### src/rtl/mem_access_unit.sv
// Memory-access stage: turns load/store requests into single-word bus transfers,
// extracts and extends load data, and raises misalign and bus-timeout faults.
module mem_access_unit #(
    parameter int unsigned TIMEOUT_CYCLES = 16
) (
    input  logic        clk_i,
    input  logic        reset_i,
    input  logic [31:0] ALUResult_i,
    input  logic [31:0] RDData_i,
    input  logic [4:0]  rd_i,
    input  logic        RegWrite_i,
    input  logic        MemRead_i,
    input  logic        MemWrite_i,
    input  logic        LoadMux_i,
    input  logic [2:0]  LoadstoreSigodecoder_i,
    output logic        dmem_req_o,
    output logic        dmem_we_o,
    output logic [31:0] dmem_addr_o,
    output logic [3:0]  dmem_be_o,
    output logic [31:0] dmem_wdata_o,
    input  logic        dmem_ack_i,
    input  logic [31:0] dmem_rdata_i,
    output logic        stall_o,
    output logic [31:0] wbData_o,
    output logic [4:0]  rd_o,
    output logic        RegWrite_o,
    output logic        valid_o,
    output logic        misalign_o,
    output logic        buserr_o
);

    localparam int unsigned CNT_W = $clog2(TIMEOUT_CYCLES + 1);
    localparam logic [CNT_W-1:0] CNT_LAST = CNT_W'(TIMEOUT_CYCLES - 1);

    typedef enum logic [0:0] {IDLE = 1'b0, WAIT = 1'b1} state_t;

    function automatic logic [3:0] lane_be(input logic [2:0] f3, input logic [1:0] a);
        case (f3[1:0])
            2'b00:   lane_be = 4'b0001 << a;
            2'b01:   lane_be = a[1] ? 4'b1100 : 4'b0011;
            default: lane_be = 4'b1111;
        endcase
    endfunction

    function automatic logic [31:0] lane_wdata(input logic [2:0] f3, input logic [31:0] d);
        case (f3[1:0])
            2'b00:   lane_wdata = {4{d[7:0]}};
            2'b01:   lane_wdata = {2{d[15:0]}};
            default: lane_wdata = d;
        endcase
    endfunction

    function automatic logic [31:0] load_extract(input logic [2:0] f3, input logic [1:0] a,
                                                 input logic [31:0] w);
        logic [7:0]  b;
        logic [15:0] h;
        case (a)
            2'b00:   b = w[7:0];
            2'b01:   b = w[15:8];
            2'b10:   b = w[23:16];
            default: b = w[31:24];
        endcase
        h = a[1] ? w[31:16] : w[15:0];
        case (f3)
            3'b000:  load_extract = {{24{b[7]}}, b};
            3'b001:  load_extract = {{16{h[15]}}, h};
            3'b100:  load_extract = {24'h000000, b};
            3'b101:  load_extract = {16'h0000, h};
            default: load_extract = w;
        endcase
    endfunction

    function automatic logic is_misaligned(input logic [2:0] f3, input logic [1:0] a);
        case (f3[1:0])
            2'b00:   is_misaligned = 1'b0;
            2'b01:   is_misaligned = a[0];
            default: is_misaligned = (a != 2'b00);
        endcase
    endfunction

    state_t           state_r, state_nx_s;
    logic [CNT_W-1:0] cnt_r;
    logic [31:0]      addr_r, wdata_r;
    logic [2:0]       f3_r;
    logic [3:0]       be_r;
    logic [4:0]       rd_r;
    logic             regwrite_r, loadmux_r, we_r;
    logic [31:0]      wb_r;
    logic [4:0]       rd_out_r;
    logic             rw_out_r, valid_r, misalign_r, buserr_r;
    logic             mem_op_s, misaligned_s;
    logic             stall_s, req_s, accept_s, mis_fault_s, pass_s, done_s, timeout_s;

    assign mem_op_s     = MemRead_i | MemWrite_i;
    assign misaligned_s = is_misaligned(LoadstoreSigodecoder_i, ALUResult_i[1:0]);

    // State register.
    always_ff @(posedge clk_i) begin
        if (reset_i) begin
            state_r <= IDLE;
        end else begin
            state_r <= state_nx_s;
        end
    end

    // Next state and per-cycle control; an abandoned or faulting access never stalls its successor.
    always_comb begin
        state_nx_s  = state_r;
        stall_s     = 1'b0;
        req_s       = 1'b0;
        accept_s    = 1'b0;
        mis_fault_s = 1'b0;
        pass_s      = 1'b0;
        done_s      = 1'b0;
        timeout_s   = 1'b0;
        if (reset_i) begin
            state_nx_s = IDLE;
        end else begin
            case (state_r)
                IDLE: begin
                    if (!mem_op_s) begin
                        pass_s = 1'b1;
                    end else if (misaligned_s) begin
                        mis_fault_s = 1'b1;
                    end else begin
                        accept_s   = 1'b1;
                        stall_s    = 1'b1;
                        state_nx_s = WAIT;
                    end
                end
                WAIT: begin
                    req_s = 1'b1;
                    if (dmem_ack_i) begin
                        done_s     = 1'b1;
                        state_nx_s = IDLE;
                    end else if (cnt_r == CNT_LAST) begin
                        timeout_s  = 1'b1;
                        state_nx_s = IDLE;
                    end else begin
                        stall_s = 1'b1;
                    end
                end
                default: state_nx_s = IDLE;
            endcase
        end
    end

    // Access latch, wait counter and registered write-back/fault outputs.
    always_ff @(posedge clk_i) begin
        if (reset_i) begin
            cnt_r      <= '0;
            addr_r     <= 32'h0;
            wdata_r    <= 32'h0;
            f3_r       <= 3'b000;
            be_r       <= 4'b0000;
            rd_r       <= 5'd0;
            regwrite_r <= 1'b0;
            loadmux_r  <= 1'b0;
            we_r       <= 1'b0;
            wb_r       <= 32'h0;
            rd_out_r   <= 5'd0;
            rw_out_r   <= 1'b0;
            valid_r    <= 1'b0;
            misalign_r <= 1'b0;
            buserr_r   <= 1'b0;
        end else begin
            valid_r    <= pass_s | mis_fault_s | done_s | timeout_s;
            misalign_r <= mis_fault_s;
            buserr_r   <= timeout_s;
            if (pass_s) begin
                wb_r     <= ALUResult_i;
                rd_out_r <= rd_i;
                rw_out_r <= RegWrite_i;
            end else if (mis_fault_s) begin
                wb_r     <= ALUResult_i;
                rd_out_r <= rd_i;
                rw_out_r <= 1'b0;
            end else if (done_s) begin
                wb_r     <= loadmux_r ? load_extract(f3_r, addr_r[1:0], dmem_rdata_i) : addr_r;
                rd_out_r <= rd_r;
                rw_out_r <= regwrite_r;
            end else if (timeout_s) begin
                wb_r     <= addr_r;
                rd_out_r <= rd_r;
                rw_out_r <= 1'b0;
            end else begin
                rw_out_r <= 1'b0;
            end
            if (accept_s) begin
                cnt_r      <= '0;
                addr_r     <= ALUResult_i;
                f3_r       <= LoadstoreSigodecoder_i;
                be_r       <= lane_be(LoadstoreSigodecoder_i, ALUResult_i[1:0]);
                wdata_r    <= lane_wdata(LoadstoreSigodecoder_i, RDData_i);
                rd_r       <= rd_i;
                regwrite_r <= RegWrite_i;
                loadmux_r  <= LoadMux_i;
                we_r       <= MemWrite_i;
            end else if (state_r == WAIT) begin
                cnt_r <= cnt_r + CNT_W'(1);
            end else begin
                cnt_r <= cnt_r;
            end
        end
    end

    assign dmem_req_o   = req_s;
    assign dmem_we_o    = req_s & we_r;
    assign dmem_be_o    = req_s ? be_r : 4'b0000;
    assign dmem_addr_o  = {addr_r[31:2], 2'b00};
    assign dmem_wdata_o = wdata_r;
    assign stall_o      = stall_s;
    assign wbData_o     = wb_r;
    assign rd_o         = rd_out_r;
    assign RegWrite_o   = rw_out_r;
    assign valid_o      = valid_r;
    assign misalign_o   = misalign_r;
    assign buserr_o     = buserr_r;

endmodule

### config.mk
export PLATFORM = sky130hd
export DESIGN_NAME = mem_access_unit
export DESIGN_NICKNAME = d
export VERILOG_FILES = /design/src/rtl/mem_access_unit.sv
export SDC_FILE = /design/constraint.sdc
export NUM_CORES = 1
export LEC_CHECK = 0
export CORE_UTILIZATION = 48
export CTS_CLUSTER_DIAMETER = 50
export CTS_CLUSTER_SIZE = 24
export DETAILED_ROUTE_END_ITERATION = 12
export GPL_TIMING_DRIVEN = 0
export PLACE_DENSITY_LB_ADDON = 0.2
export SLEW_MARGIN = 30
export SYNTH_ARGS = -nofsm -noshare
export SYNTH_HDL_FRONTEND = slang
export SYNTH_SLANG_ARGS = --single-unit
### constraint.sdc
create_clock -name clk_i -period 6.07 [get_ports clk_i]
set_clock_uncertainty 0.2 [all_clocks]
set_input_delay 1.214 -clock clk_i [delete_from_list [all_inputs] [get_ports clk_i]]
set_output_delay 1.214 -clock clk_i [all_outputs]
set_load 0.005 [all_outputs]
=== After elaboration in Yosys (flattened, before gate mapping) ===
Index checks and enable logic that the tools add are counted.

* Flip-flop bits (word level): 126
* Input port bits: 111
* Output and inout port bits: 112
* Logic and storage cells: 81

* Add/sub/neg operators: 1
* Eq/ne operators: 7
* Shifts and indexed selects: 1
* Multiplexer cells: 44
* Bitwise gates (word level): 6
* Reduce and logical (&&, ||, !) cells: 6

{| class="wikitable"
|+ Operators by type and width
! cell !! count
|-
| $mux 32 || 5
|-
| $pmux 32 s4 || 1
|-
| $pmux 32 s2 || 1
|-
| $mux 1 || 26
|-
| $pmux 8 s3 || 1
|-
| $mux 5 || 4
|-
| $mux 16 || 1
|-
| $mux 4 || 2
|-
| $pmux 4 s2 || 1
|-
| $eq 3x3->1 const B || 2
|-
| $add 5x1->5 const B || 1
|-
| $eq 5x4->1 const B || 1
|-
| $eq 2x1->1 const B || 2
|-
| $logic_not 2->1 || 2
|-
| $or 1x1->1 || 4
|-
| $pmux 1 s2 || 2
|-
| $reduce_bool 4->1 || 1
|-
| $shl 1x2->4 const A || 1
|-
| $eq 3x1->1 const B || 1
|-
| $logic_not 3->1 || 1
|-
| $eq 2x2->1 const B || 1
|-
| $reduce_bool 2->1 || 1
|-
| $reduce_or 2->1 || 1
|-
| $and 1x1->1 || 1
|-
| $not 1->1 || 1
|}

=== Logic depth before layout (Yosys ltp) ===
* Word-level depth: 9
* Mapped depth: 8
* Mapped depth without buffers: 7

=== Worst setup path after synthesis ===
No wires, ideal clock.

* Kind: input port to output port
* Start: in LoadstoreSigodecoder_i[0]
* End: out stall_o
* Data arrival time: 2269 ps
* Data required time: 4656 ps
* Setup slack: 2387 ps
* Cell stages on the path: 6
* Path buffers: 3
* Path through: buf_2 o21a_2 nor3_2 o21a_1 buf_2 buf_6

* Longest elaborated chain between the ends: 6
* Elaborated cells on any way between the ends: 7
* Classes of those cells: eq/ne (1); mux (5); reduce/logical (1)

{| class="wikitable"
|+ Ends and longest elaborated chain
! what !! line !! text
|-
| from (decl) || 15 || <nowiki>input logic [2:0] LoadstoreSigodecoder_i,</nowiki>
|-
| $eq 2x1->1 or $logic_not 2->1 (tied branches) || 74 || <nowiki>case (f3[1:0])</nowiki>
|-
| $pmux 1 s2 (*) || 74 ||
|-
| $mux 1 (*) || 123 || <nowiki>end else if (misaligned_s) begin</nowiki>
|-
| $mux 1 (*) || 121 || <nowiki>if (!mem_op_s) begin</nowiki>
|-
| $pmux 1 s2 (*) || 119 || <nowiki>case (state_r)</nowiki>
|-
| $mux 1 (*) || 116 || <nowiki>if (reset_i) begin</nowiki>
|-
| to (decl) || 23 || <nowiki>output logic stall_o,</nowiki>
|}

Mark *: on every way between the ends. The rest lies on a longest branch, timed or not.

=== Final worst setup path ===
* Start: in ALUResult_i[1]
* End: out stall_o

* Longest elaborated chain between the ends: 6

{| class="wikitable"
|+ Ends and longest elaborated chain
! what !! line !! text
|-
| from (decl) || 8 || <nowiki>input logic [31:0] ALUResult_i,</nowiki>
|-
| $reduce_bool 2->1 || 77 || <nowiki>default: is_misaligned = (a != 2'b00);</nowiki>
|-
| $pmux 1 s2 || 74 ||
|-
| $mux 1 || 123 ||
|-
| $mux 1 || 121 ||
|-
| $pmux 1 s2 || 119 ||
|-
| $mux 1 || 116 ||
|}

No other way between the ends.

==> run metrics <==
DR vias=6362; static leakage=0.00360 uW; hpwl dp=16.3 mm; cell count after synthesis=652; Initial Util=49.7%; Core ar.=12100 um2; Yosys Warn Count=0; Compound-Gate Fraction of Synth Area=30.6%; Sequential Power Share=38.1%; crit path cell chain=clkdlybuf4s50_1, o2bb2ai_4, nor3_2, o21a_1, buf_2, buf_6, clkdlybuf4s50_1; Commonest cells post-synth=dfxtp_1, nand2_1, a22o_1, o21ai_0; multiplexer share of the synthesized area=5.72%; antenna violations before repair=1; Die W=114 um; Int Pwr=1840 uW; # DRC=0; startpoint types=input pin; post-layout util=74.3%; switch share=25.9%; PD cells=276 nW/um2; Netlist Area Pre-Place=6020 um2; IO Pins=223; RSZ-0062 raised after global routing=no; slowest stage cell, crit path=clkdlybuf4s50_1; run status=completed; DIE AREA=13000 um2; TritonRoute pass-1 iters=5; Cell Rows=40; top cell type's share of synthesized area=41.9%; Post-synth EDFFs=0; number of global-route vias before repair=6318; count leader, synth=dfxtp_1; GRT Resource Usage Total=34.2%; Final Instance Count excl. Fillers=1069; Worst Hold Class=flip-flop to flip-flop; switching pwr=644 uW; max-slew violations=0; share of post-route cells with drive strength above 1=12.4%; Synth Register Bits=126; DRT iter0 DRCs=679; count of final setup violators=0; Synth-to-Final Area Change=49.5%; wirelength, routed=22.2 mm; H-tree lvl count=4; WP data arrival=3.50 ns; post-synth top area cell=dfxtp_1; Critical Path Most Common Cell=clkdlybuf4s50_1; final RePlAce weighted congestion=0.914; dpl cells=1037; CTS buffer count=17; Primary FF master, synth=dfxtp_1; Root Driver=clkbuf_16; main combinational cell family by area after synthesis=compound AO/OA/AOI/OAI gates; Remaining Overflow, GRT=0; Detail Route Antenna Nets=0; final worst-path cycle share=81.0%; Hold Vio Cnt, Final=0; CP startpoint=ALUResult_i[1]; CTS-repair resized insts=0; Via density=5.95; Slew HR=45.2%; FF-to-FF Start=cnt_r[0]; Req. time, crit path=4.66 ns; adder-cell share of the synthesized area=0.416%; CTS Hold Buffers Added=0; max cap viols=0; final instance area=9000 um2; # diodes=0; post-synthesis simple-gate area fraction=11.8%; CP max FO=11; Setup TNS=0 ns; xor and xnor fraction of the mapped netlist area=0.437%; Wirelength per Cell=20.8 um; syn avg cell area=9.23 um2; post-synthesis sequential area ratio=41.9%; slowest stage delay, CP=0.59 ns; largest net degree at the start of global routing=17; clock latency on the worst-skew pair=0.42 ns; Synth area leaders=dfxtp_1, a22o_1, nand2_1, mux2i_1, buf_4; Post-Place Worst Slack=1.20 ns; Top Family by Delay on Critical Path=buffers and inverters; Max clock buf depth=2; Gate power share=20.0%; Max Fclk=203 MHz; port bufs=216; Hold Crit Start=dmem_wdata_o[30]; Worst-path clk slew=0.05 ns; Setup crit end kind=primary output; TritonCTS clock tree=yes; Buf/Inv on CP=4; Max IR drop VDD=275 uV; post-CTS setup buffers=0; count of cell types in the netlist=63; Post-DP Area=8390 um2; Final min period=4.91 ns; setup ws final=1.16 ns; clock network power share=41.9%; global-route wire length before repair=33.8 mm; CTS Sinks=126; worst-margin pin slew=0.822 ns; kind of critical path=input pin to primary output; # nets final=1001; ys async rst share=0%; Die H=114 um
## state kept, by name, indices dropped and copies added, names as in the netlist, 3 cells and up
signal,count
addr_r,32
dmem_wdata_o,32
wbData_o,32
cnt_r,5
rd_o,5
rd_r,5
be_r,4
f3_r,3
## metrics by stage
stage          hold WS, ns  power (uW)
5_1_grt              0.281        2560
6_report             0.262        2480
4_1_cts              0.261        2480
3_3_place_gp         0.239        1430
2_1_floorplan        0.234        1170
3_5_place_dp         0.243        1450
## cell families (layout without fill, tap and decap cells)
kind of cell,Yosys count,in the layout
multiplexers,34,34
flip-flops,126,126
AND/OR/NAND/NOR,151,151
XOR/XNOR,3,3
buffers and inverters,100,348
other,1,2
adder cells (fa/ha/maj),2,2
AO/OA/AOI/OAI,235,235
## final cells by class
| cell class | count | area [um2] |
|---|---|---|
| Buffer | 89 | 503 |
| Clock buffer | 22 | 464 |
| Clock inverter | 10 | 138 |
| Fill cell | 947 | 3120 |
| Inverter | 11 | 41.3 |
| Multi-Input combinational cell | 427 | 2960 |
| Sequential cell | 126 | 2520 |
| Tap cell | 168 | 210 |
| Timing Repair Buffer | 216 | 2160 |
## layer usage
| layer | GRT usage (%) | wire [um] | vias up |
|---|---|---|---|
| li1 | - | - | 2895 |
| met1 | 43.0 | 9130 | 3077 |
| met4 | 13.3 | 737 | 0 |
| met3 | 8.50 | 1660 | 54 |
| met2 | 56.4 | 10700 | 336 |
| met5 | 0 | 0 | - |
## worst paths after layout
path | end | slack [ns] | depth (start not counted)
setup / recovery | stall_o | 1.16 | 7
setup reg to reg | wbData_o[25] | 3.26 | 8
hold reg to reg | dmem_wdata_o[30] | 0.26 | 2
hold / removal | dmem_wdata_o[30] | 0.26 | 2
## tightest hold or removal path: cells and delay by family (launching register included)
kind / cells / cell delay (ns)
AO/OA/AOI/OAI: 1 / 0.05
flip-flops: 1 / 0.31
AND/OR/NAND/NOR: 1 / 0.05
## power groups by stage
stage | registers, uW | logic (uW) | clock network (uW)
final | 945 | 497 | 1040
after global routing | 951 | 527 | 1090
after CTS | 944 | 492 | 1040
after detailed placement | 959 | 486 | 0
after global placement | 957 | 476 | 0
after floorplan | 954 | 214 | 0
## placed cells by master (no fill, tap or decap), drive strengths merged, types with 6 or more instances in the layout
cell type      count
a2111o             8
a21o               6
a21oi             17
a221oi             6
a222oi            14
a22o              55
a2bb2oi            8
a31oi             13
buf               67
clkbuf            44
clkdlybuf4s50    216
clkinv             7
dfxtp            126
inv                9
mux2i             31
nand2             89
nor2              17
nor2b              6
nor3               7
o211ai            21
o21ai             38
o2bb2ai           20
Power figures use the tool's default switching activity.
